`src/rtl/sr_control_mc.sv`:
```
// sr_control_mc - multicycle control FSM for schoolRISCV.
//
// Purpose: sequences FETCH/DECODE/EXEC/MEM/WB over one shared datapath.
// It adds lw/sw, jalr, req/ack memory handshakes, a bus-wait timeout, an
// illegal-op trap and a retired-instruction counter. Decoding uses the
// latched instruction fields, so they are stable from DECODE onward.
//
// Ports:
//   i_clk, i_rst          clock (rising edge), async active-high reset
//   i_cmdOp/F3/F7         opcode/funct3/funct7 of the latched instruction
//   i_aluZero, i_aluSlt   ALU flags used for branch resolution
//   o_imem_req, i_imem_ack            instruction fetch handshake
//   o_dmem_req, o_dmem_we, i_dmem_ack data access handshake (we=1 store)
//   o_irWrite, o_pcWrite, o_pcSrc     IR / PC update controls
//   o_regWrite, o_aluSrc, o_wdSrc, o_aluControl  datapath controls
//   o_retire, o_instret   commit pulse and retired-instruction count
//   o_trap, o_trap_cause  sticky halt flag and its cause (1 ill, 2 imem, 3 dmem)
//
// States:
//   state    | meaning
//   S_IDLE   | after reset, no activity
//   S_FETCH  | imem request outstanding
//   S_DECODE | legality check of latched instruction
//   S_EXEC   | ALU/branch/jump commit, or address phase of lw/sw
//   S_MEM    | dmem request outstanding
//   S_WB     | load data written to register file
//   S_TRAP   | halted until reset

module sr_control_mc #(
  parameter int TIMEOUT_CYCLES = 16,
  parameter int INSTRET_W      = 32
) (
  input  logic                 i_clk,
  input  logic                 i_rst,
  input  logic [6:0]           i_cmdOp,
  input  logic [2:0]           i_cmdF3,
  input  logic [6:0]           i_cmdF7,
  input  logic                 i_aluZero,
  input  logic                 i_aluSlt,
  output logic                 o_imem_req,
  input  logic                 i_imem_ack,
  output logic                 o_dmem_req,
  output logic                 o_dmem_we,
  input  logic                 i_dmem_ack,
  output logic                 o_irWrite,
  output logic                 o_pcWrite,
  output logic [1:0]           o_pcSrc,
  output logic                 o_regWrite,
  output logic                 o_aluSrc,
  output logic [1:0]           o_wdSrc,
  output logic [2:0]           o_aluControl,
  output logic                 o_retire,
  output logic [INSTRET_W-1:0] o_instret,
  output logic                 o_trap,
  output logic [1:0]           o_trap_cause
);

  localparam logic [6:0] OP_R      = 7'b0110011;
  localparam logic [6:0] OP_IMM    = 7'b0010011;
  localparam logic [6:0] OP_LUI    = 7'b0110111;
  localparam logic [6:0] OP_BRANCH = 7'b1100011;
  localparam logic [6:0] OP_JAL    = 7'b1101111;
  localparam logic [6:0] OP_JALR   = 7'b1100111;
  localparam logic [6:0] OP_LOAD   = 7'b0000011;
  localparam logic [6:0] OP_STORE  = 7'b0100011;

  localparam logic [2:0] ALU_ADD  = 3'b000;
  localparam logic [2:0] ALU_OR   = 3'b001;
  localparam logic [2:0] ALU_SRL  = 3'b010;
  localparam logic [2:0] ALU_SLTU = 3'b011;
  localparam logic [2:0] ALU_SUB  = 3'b100;
  localparam logic [2:0] ALU_SLT  = 3'b101;

  localparam logic [1:0] PC_PLUS_4  = 2'd0;
  localparam logic [1:0] PC_IMMB    = 2'd1;
  localparam logic [1:0] PC_IMMJ    = 2'd2;
  localparam logic [1:0] PC_RS1_IMM = 2'd3;

  localparam logic [1:0] SAVE_ALU_RES  = 2'd0;
  localparam logic [1:0] SAVE_IMM      = 2'd1;
  localparam logic [1:0] SAVE_NEXT_PC  = 2'd2;
  localparam logic [1:0] SAVE_MEM_DATA = 2'd3;

  // Counter only has to reach TIMEOUT_CYCLES-1: the wait window is that many cycles.
  localparam int CW = (TIMEOUT_CYCLES > 1) ? $clog2(TIMEOUT_CYCLES) : 1;
  localparam logic [CW-1:0] WAIT_LAST = CW'(TIMEOUT_CYCLES - 1);

  typedef enum logic [2:0] {
    S_IDLE, S_FETCH, S_DECODE, S_EXEC, S_MEM, S_WB, S_TRAP
  } state_t;

  typedef enum logic [3:0] {
    K_ILL, K_R, K_ADDI, K_LUI, K_BR, K_JAL, K_JALR, K_LW, K_SW
  } kind_t;

  state_t                 r_state;
  logic [CW-1:0]          r_wait_cnt;
  logic [INSTRET_W-1:0]   r_instret;
  logic                   r_trap;
  logic [1:0]             r_trap_cause;

  kind_t      w_kind;
  logic [2:0] w_r_alu;
  logic [2:0] w_br_alu;
  logic       w_br_taken;
  logic       w_f7_zero;
  logic       w_f7_alt;

  assign w_f7_zero = (i_cmdF7 == 7'b0000000);
  assign w_f7_alt  = (i_cmdF7 == 7'b0100000);

  always_comb begin
    w_kind  = K_ILL;
    w_r_alu = ALU_ADD;
    case (i_cmdOp)
      OP_R: begin
        case (i_cmdF3)
          3'b000: begin
            if (w_f7_zero) begin
              w_kind = K_R; w_r_alu = ALU_ADD;
            end else if (w_f7_alt) begin
              w_kind = K_R; w_r_alu = ALU_SUB;
            end
          end
          3'b110: if (w_f7_zero) begin w_kind = K_R; w_r_alu = ALU_OR;   end
          3'b101: if (w_f7_zero) begin w_kind = K_R; w_r_alu = ALU_SRL;  end
          3'b011: if (w_f7_zero) begin w_kind = K_R; w_r_alu = ALU_SLTU; end
          default: w_kind = K_ILL;
        endcase
      end
      OP_IMM:    if (i_cmdF3 == 3'b000) w_kind = K_ADDI;
      OP_LUI:    w_kind = K_LUI;
      OP_BRANCH: if (i_cmdF3[2:1] != 2'b01) w_kind = K_BR;
      OP_JAL:    w_kind = K_JAL;
      OP_JALR:   if (i_cmdF3 == 3'b000) w_kind = K_JALR;
      OP_LOAD:   if (i_cmdF3 == 3'b010) w_kind = K_LW;
      OP_STORE:  if (i_cmdF3 == 3'b010) w_kind = K_SW;
      default:   w_kind = K_ILL;
    endcase
  end

  // funct3[2] selects compare vs equality; funct3[0] inverts the condition.
  assign w_br_alu   = !i_cmdF3[2] ? ALU_SUB : (i_cmdF3[1] ? ALU_SLTU : ALU_SLT);
  assign w_br_taken = (i_cmdF3[2] ? i_aluSlt : i_aluZero) ^ i_cmdF3[0];

  always_comb begin
    o_imem_req   = 1'b0;
    o_dmem_req   = 1'b0;
    o_dmem_we    = 1'b0;
    o_irWrite    = 1'b0;
    o_pcWrite    = 1'b0;
    o_pcSrc      = PC_PLUS_4;
    o_regWrite   = 1'b0;
    o_aluSrc     = 1'b0;
    o_wdSrc      = SAVE_ALU_RES;
    o_aluControl = ALU_ADD;
    o_retire     = 1'b0;
    case (r_state)
      S_FETCH: begin
        o_imem_req = 1'b1;
        o_irWrite  = i_imem_ack;
      end
      S_EXEC: begin
        o_pcWrite = 1'b1;
        o_retire  = 1'b1;
        case (w_kind)
          K_R: begin
            o_regWrite   = 1'b1;
            o_aluControl = w_r_alu;
          end
          K_ADDI: begin
            o_regWrite = 1'b1;
            o_aluSrc   = 1'b1;
          end
          K_LUI: begin
            o_regWrite = 1'b1;
            o_wdSrc    = SAVE_IMM;
          end
          K_BR: begin
            o_aluControl = w_br_alu;
            o_pcSrc      = w_br_taken ? PC_IMMB : PC_PLUS_4;
          end
          K_JAL: begin
            o_regWrite = 1'b1;
            o_wdSrc    = SAVE_NEXT_PC;
            o_pcSrc    = PC_IMMJ;
          end
          K_JALR: begin
            o_regWrite = 1'b1;
            o_wdSrc    = SAVE_NEXT_PC;
            o_aluSrc   = 1'b1;
            o_pcSrc    = PC_RS1_IMM;
          end
          default: begin
            // lw/sw only compute the address here; commit happens later.
            o_pcWrite = 1'b0;
            o_retire  = 1'b0;
            o_aluSrc  = 1'b1;
          end
        endcase
      end
      S_MEM: begin
        o_dmem_req = 1'b1;
        o_dmem_we  = (w_kind == K_SW);
        o_aluSrc   = 1'b1;
        if (i_dmem_ack && (w_kind == K_SW)) begin
          o_pcWrite = 1'b1;
          o_retire  = 1'b1;
        end
      end
      S_WB: begin
        o_regWrite = 1'b1;
        o_wdSrc    = SAVE_MEM_DATA;
        o_pcWrite  = 1'b1;
        o_retire   = 1'b1;
      end
      default: ;
    endcase
  end

  always_ff @(posedge i_clk or posedge i_rst) begin
    if (i_rst) begin
      r_state      <= S_IDLE;
      r_wait_cnt   <= '0;
      r_instret    <= '0;
      r_trap       <= 1'b0;
      r_trap_cause <= 2'd0;
    end else begin
      if (o_retire) r_instret <= r_instret + INSTRET_W'(1);
      case (r_state)
        S_IDLE: begin
          r_wait_cnt <= '0;
          r_state    <= S_FETCH;
        end
        S_FETCH: begin
          if (i_imem_ack) begin
            r_wait_cnt <= '0;
            r_state    <= S_DECODE;
          end else if (r_wait_cnt == WAIT_LAST) begin
            r_state      <= S_TRAP;
            r_trap       <= 1'b1;
            r_trap_cause <= 2'd2;
          end else begin
            r_wait_cnt <= r_wait_cnt + CW'(1);
          end
        end
        S_DECODE: begin
          if (w_kind == K_ILL) begin
            r_state      <= S_TRAP;
            r_trap       <= 1'b1;
            r_trap_cause <= 2'd1;
          end else begin
            r_state <= S_EXEC;
          end
        end
        S_EXEC: begin
          r_wait_cnt <= '0;
          r_state    <= ((w_kind == K_LW) || (w_kind == K_SW)) ? S_MEM : S_FETCH;
        end
        S_MEM: begin
          if (i_dmem_ack) begin
            r_wait_cnt <= '0;
            r_state    <= (w_kind == K_SW) ? S_FETCH : S_WB;
          end else if (r_wait_cnt == WAIT_LAST) begin
            r_state      <= S_TRAP;
            r_trap       <= 1'b1;
            r_trap_cause <= 2'd3;
          end else begin
            r_wait_cnt <= r_wait_cnt + CW'(1);
          end
        end
        S_WB: begin
          r_wait_cnt <= '0;
          r_state    <= S_FETCH;
        end
        S_TRAP:  r_state <= S_TRAP;
        default: r_state <= S_IDLE;
      endcase
    end
  end

  assign o_instret    = r_instret;
  assign o_trap       = r_trap;
  assign o_trap_cause = r_trap_cause;

endmodule
```
`config.mk`:
```
export PLATFORM = sky130hd
export DESIGN_NAME = sr_control_mc
export DESIGN_NICKNAME = d
export VERILOG_FILES = /design/src/rtl/sr_control_mc.sv
export SDC_FILE = /design/constraint.sdc
export NUM_CORES = 1
export LEC_CHECK = 0
export BUFFER_PORTS_ARGS = -buffer_cell sky130_fd_sc_hd__clkbuf_2
export CAP_MARGIN = 20
export CELL_PAD_IN_SITES_DETAIL_PLACEMENT = 1
export CELL_PAD_IN_SITES_GLOBAL_PLACEMENT = 1
export CORE_MARGIN = 3
export CORE_UTILIZATION = 43
export CTS_BUF_LIST = sky130_fd_sc_hd__clkbuf_4
export CTS_CLUSTER_DIAMETER = 60
export CTS_CLUSTER_SIZE = 16
export DETAILED_ROUTE_END_ITERATION = 16
export PLACE_DENSITY = 0.84
export SYNTH_ARGS = -nofsm -noshare
export SYNTH_HDL_FRONTEND = slang
export SYNTH_SLANG_ARGS = --single-unit
```
`constraint.sdc`:
```
create_clock -name i_clk -period 5.25 [get_ports i_clk]
set_clock_uncertainty 0.05 [all_clocks]
set_input_delay 1.3125 -clock i_clk [delete_from_list [all_inputs] [get_ports i_clk]]
set_output_delay 1.3125 -clock i_clk [all_outputs]
set_load 0.01 [all_outputs]
```
-- Word-level counts from Yosys, hierarchy flattened
Cells that the tools add are included.
- add/subtract/negate cells: 2
- eq/ne operators: 34
- mux-type cells: 60
- bitwise logic cells: 1
- reduce and logical (&&, ||, !) cells: 17
- operators by type and width (operator ; number):
    $mux 3 ; 15
    $add 32x1->32 const B ; 1
    $pmux 4 s8 ; 1
    $eq 7x6->1 const B ; 4
    $eq 7x7->1 const B ; 3
    $mux 1 ; 18
    $mux 2 ; 9
    $pmux 3 s6 ; 1
    $eq 4x3->1 const B ; 4
    $mux 4 ; 4
    $eq 3x3->1 const B ; 5
    $eq 3x2->1 const B ; 4
    $pmux 2 s3 ; 2
    $pmux 3 s4 ; 1
    $pmux 4 s3 ; 1
    $ne 2x2->1 const B ; 5
    $eq 4x2->1 const B ; 2
    $eq 4x4->1 const B ; 2
    $pmux 2 s2 ; 2
    $pmux 4 s2 ; 1
    $eq 7x2->1 const B ; 1
    $eq 7x5->1 const B ; 1
    $logic_not 7->1 ; 1
    $logic_not 3->1 ; 2
    other kinds (19) ; 24
- bits in registers: 42
- input bits: 23
- output and inout bits: 50
- word-level logic and storage cells: 119

-- Longest topological paths before layout
- word-level depth: 9
- mapped depth: 10
- gate-level depth less buffers: 8

-- Least setup slack after synthesis
OpenSTA, ideal clock, no wires.
- path kind: input-to-output
- start: input port i_cmdF3[1]
- end: output port o_retire
- data arrival time: 2.972 ns
- data required time: 3.888 ns
- setup slack: 0.915 ns
- stages: 9
- buffers on the path: 3
- cells stage by stage: buf_2 > xor2_1 > a211oi_2 > o21a_1 > nand3_2 > a211oi_4 > inv_2 > buf_6 > buf_4
- cells in the longest elaborated chain, start to end: 8
- elaborated cells between the ends (all ways): 26
- classes of those cells: eq/ne (12); mux (10); reduce/logical (4)
- RTL lines (element ; RTL line ; source):
    from (decl) ; 36 ; input logic [2:0] i_cmdF3,
    $eq 3x2->1 or $eq 3x3->1 (tied branches) ; 117 ; case (i_cmdF3)
    $reduce_or 3->1 (no source line) ; n/a ;
    $pmux 4 s2 ; 117 ;
    $pmux 4 s8 * ; 115 ; case (i_cmdOp)
    $eq 4x3->1, or another cell as far along ; n/a ;
    $reduce_or 6->1 (no source line) or $logic_and 1x1->1 (tied branches) ; n/a ;
    $mux 1, on equally long branches ; n/a ;
    $pmux 1 s3 * ; n/a ;
    to (decl) ; 52 ; output logic o_retire,
Mark *: on every way between the ends. The rest lies on a longest branch, timed or not.

-- Final worst setup path
- start: input port i_cmdF3[2]
- end: output port o_retire
- cells in the longest elaborated chain, start to end: 8
- elaborated cells between the ends (all ways): 26
- classes of those cells: eq/ne (12); mux (10); reduce/logical (4)
- RTL lines (element ; RTL line ; source):
    $eq 3x2->1 or $eq 3x3->1 (tied branches) ; 117 ;
    $reduce_or 3->1 (no source line) ; n/a ;
    $pmux 4 s2 ; 117 ;
    $pmux 4 s8 * ; 115 ;
    $eq 4x3->1, or another cell as far along ; 166 ; case (w_kind)
    $reduce_or 6->1 (no source line) or $logic_and 1x1->1 (tied branches) ; n/a ;
    $mux 1, on equally long branches ; 166, 206 ;
    $pmux 1 s3 * ; 158 ; case (r_state)
Marks and branches as above.

==> run metrics <==
min-delay worst type register to register; Cells after Synth 279; Crit path max-delay family compound AO/OA/AOI/OAI gates; Detail Route Antenna Nets 0; Finished Core Util 53.4%; # setup viols final 0; Iteration-0 DRC Markers 113; Fill cells 697; post-synthesis async set-or-reset flop share 100%; Final Hold Fails 0; Initial Util 45.6%; Post-synth EDFFs 0; I/O Buffers 72; peak supply drop 222 uV; most frequent cells in the layout clkbuf_2, dfrtp_1, nand2_1; CP startpoint kind input pin; unrepaired setup endpoints after global routing false; drt drc 0; Post-Syn Area per Cell 9.22 sq um; first-pass GRT wire length 12,200 um; post-detail-place hpwl roughly 5500 um; pre-CTS WS 0.312 ns; Num CTS Buffers 5; gr usage total 21.2%; WS Path Type input pin to output pin; clock root cell clkbuf_4; DRT Wirelength 7260 um; hold path startpoint o_instret[31]; vias in the first global route 2,461; Cell Area, Synth 2570 sq um; ys flop type dfrtp_1; Most common cell on crit path clkbuf_2; grt met3 use 3.08%; max frequency approximately 200 MHz; Final #Nets ~370; n_diodes 0; Clock Tree Buf Depth 2; global route overflow 0; post-DR vias/cell 5.72; Netlist cell types 56; sum of negative setup slack 0 ns; max-cap viol count 0; CP bufs+invs 3; Post-CTS Resized 0; largest net degree at the start of global routing 43; CP required 3.89 ns; status finished clean; sequential fraction of the synthesis area 40.8%; Post-Syn Nets 304; CTS sink count 42; fin. max-slew vios 0; core area 5640 sq um; crit-path max cell delay ~0.8 ns; worst rel slew slack 39.7%; Setup Fix Bufs, Post-CTS 0; P&R area growth vs syn 17.1%; crit path DAT around 3.6 ns; die extent in y 83.4 um; vias between 2k and 2.5k; Final Cycle Share 94.4%; Worst path slowest cell a211oi_4; die area 6950 sq um; cts hold-fix bufs 0; cells along the critical path clkbuf_2, xor2_1, a211oi_2, o21a_1, nand3_2, a211oi_4, inv_2, clkbuf_2; routing usage on met2 37.3%; routability cong. roughly 0.85; Reg clk slew, reported paths around 0.12 ns; worst slew pin tran 0.902 ns; PnR worst setup slack 0.294 ns; H-tree depth 2; layout cell share with drive strength beyond 1 between 20% and 30%; P_leak 1.45 nW; site row count 27; final worst path period need 4.96 ns; commonest non-fill, non-tap cell in the layout clkbuf_2; Most Crowded Layer GR met2; initial antenna violation count 0; #FFs+latches synth 42; Clk Latency, worst-skew pair 0.34 ns; first drt pass iteration count 4; synth warn 0; Worst setup startpoint i_cmdF3[2]; Crit. End Element output pin; CTS tree done; WL per Instance around 17 um; Top-Level Pins 73; Power Density between 300 and 400 nW/um^2; CP Max Fanout 18; r2r startpoint r_state[0]; Die X between 80 and 90 um; GR met1 Demand/Resource 27.7%
flip-flops by register name, indices dropped and copies added (netlist names):
register      flops
o_instret        32
r_wait_cnt        4
o_trap_cause      2
r_state           3
o_trap            1
worst reg2reg max path: stages (launching register included):
cell and delay [ns]:
dfrtp_1 0.60, nor2b_1 0.26, nand2_1 0.20, nor2_1 0.11, a211oi_4 0.77, inv_2 0.27, buf_4 0.25, and3_1 0.17
xor2_1 0.14
final cells by class:
cell class                 instances  area (sq um)  area share [%]
clock buffer                       6          45.0            1.50
clock inverter                     2          8.76           0.291
inverter                           7          26.3           0.872
multi-input combinational        218          1420            47.0
sequential                        42          1050            34.9
tap                               72          90.1            2.99
timing repair buffer              74           375            12.5
metrics by stage:
step	cells	hold WS, ns	power (mW)	instance area, sq um
after floorplan	279	0.443	0.698	2570
after global placement	413	0.410	0.797	2960
after detailed placement	413	0.411	0.814	2960
after CTS	421	0.429	0.974	3010
after global routing	421	0.440	1.04	3010
final	421	0.427	0.965	3010
report_power, final:
group / leakage [nW] / internal, mW / switching (mW)
Clock: 0.0331 / 0.0557 / 0.104
Combinational: 0.858 / 0.146 / 0.221
Sequential: 0.561 / 0.361 / 0.0762
Total: 1.45 / 0.564 / 0.401
cells in the mapped netlist (2+ instances only):
cell	number	share of area, %
nand4_1	11	2.7
nor3_2	4	1.6
nor4_1	6	1.5
and3b_1	2	0.68
o31ai_1	2	0.58
nor2_1	20	2.9
nand3_1	15	2.9
nor4b_1	2	0.68
a221oi_1	3	1.0
xnor2_1	15	5.1
o21ai_0	9	1.7
dfrtp_1	42	41
buf_6	4	1.7
a21oi_1	16	3.1
o21a_1	3	0.87
nor2b_1	5	1.2
and2_1	4	0.97
nor3_1	11	2.1
clkbuf_1	6	0.87
nand2_1	28	4.1
and3_1	7	1.7
xor2_1	19	6.5
ha_1	2	0.97
nand2b_1	3	0.73
o211ai_1	2	0.58
and4b_1	2	0.78
inv_1	6	0.87
nand3_2	2	0.78
per-layer routing:
| metal | up-vias | routed length [um] | share of wire (%) |
|---|---|---|---|
| met5 | - | 0 | 0 |
| met4 | 0 | 46 | 0.63 |
| met3 | 7 | 220 | 3.0 |
| met2 | 47 | 3670 | 51 |
| met1 | 1209 | 3320 | 46 |
| li1 | 1144 | - | - |
cell families (layout without fill, tap and decap cells):
kind of cell	Yosys count	count (layout)	synth area share [%]
adders and majority gates	2	2	0.972
xor gates and xnor gates	34	34	11.6
buffers and inverters	19	89	4.13
AOI/OAI and AO/OA	49	49	13.0
muxes	2	2	0.826
DFF	42	42	40.8
and+or+nand+nor	131	131	28.7
worst paths after layout:
path,slack (ns),endpoint,cells after the start
hold / removal,0.43,o_instret[31],1
hold reg to reg,0.43,o_instret[31],1
min in group asynchronous,1.01,r_wait_cnt[1],3
setup reg to reg,2.32,o_instret[7],8
max in group asynchronous,3.76,r_state[2],3
setup / recovery,0.29,o_retire,8
(Power assumes the default switching activity.)
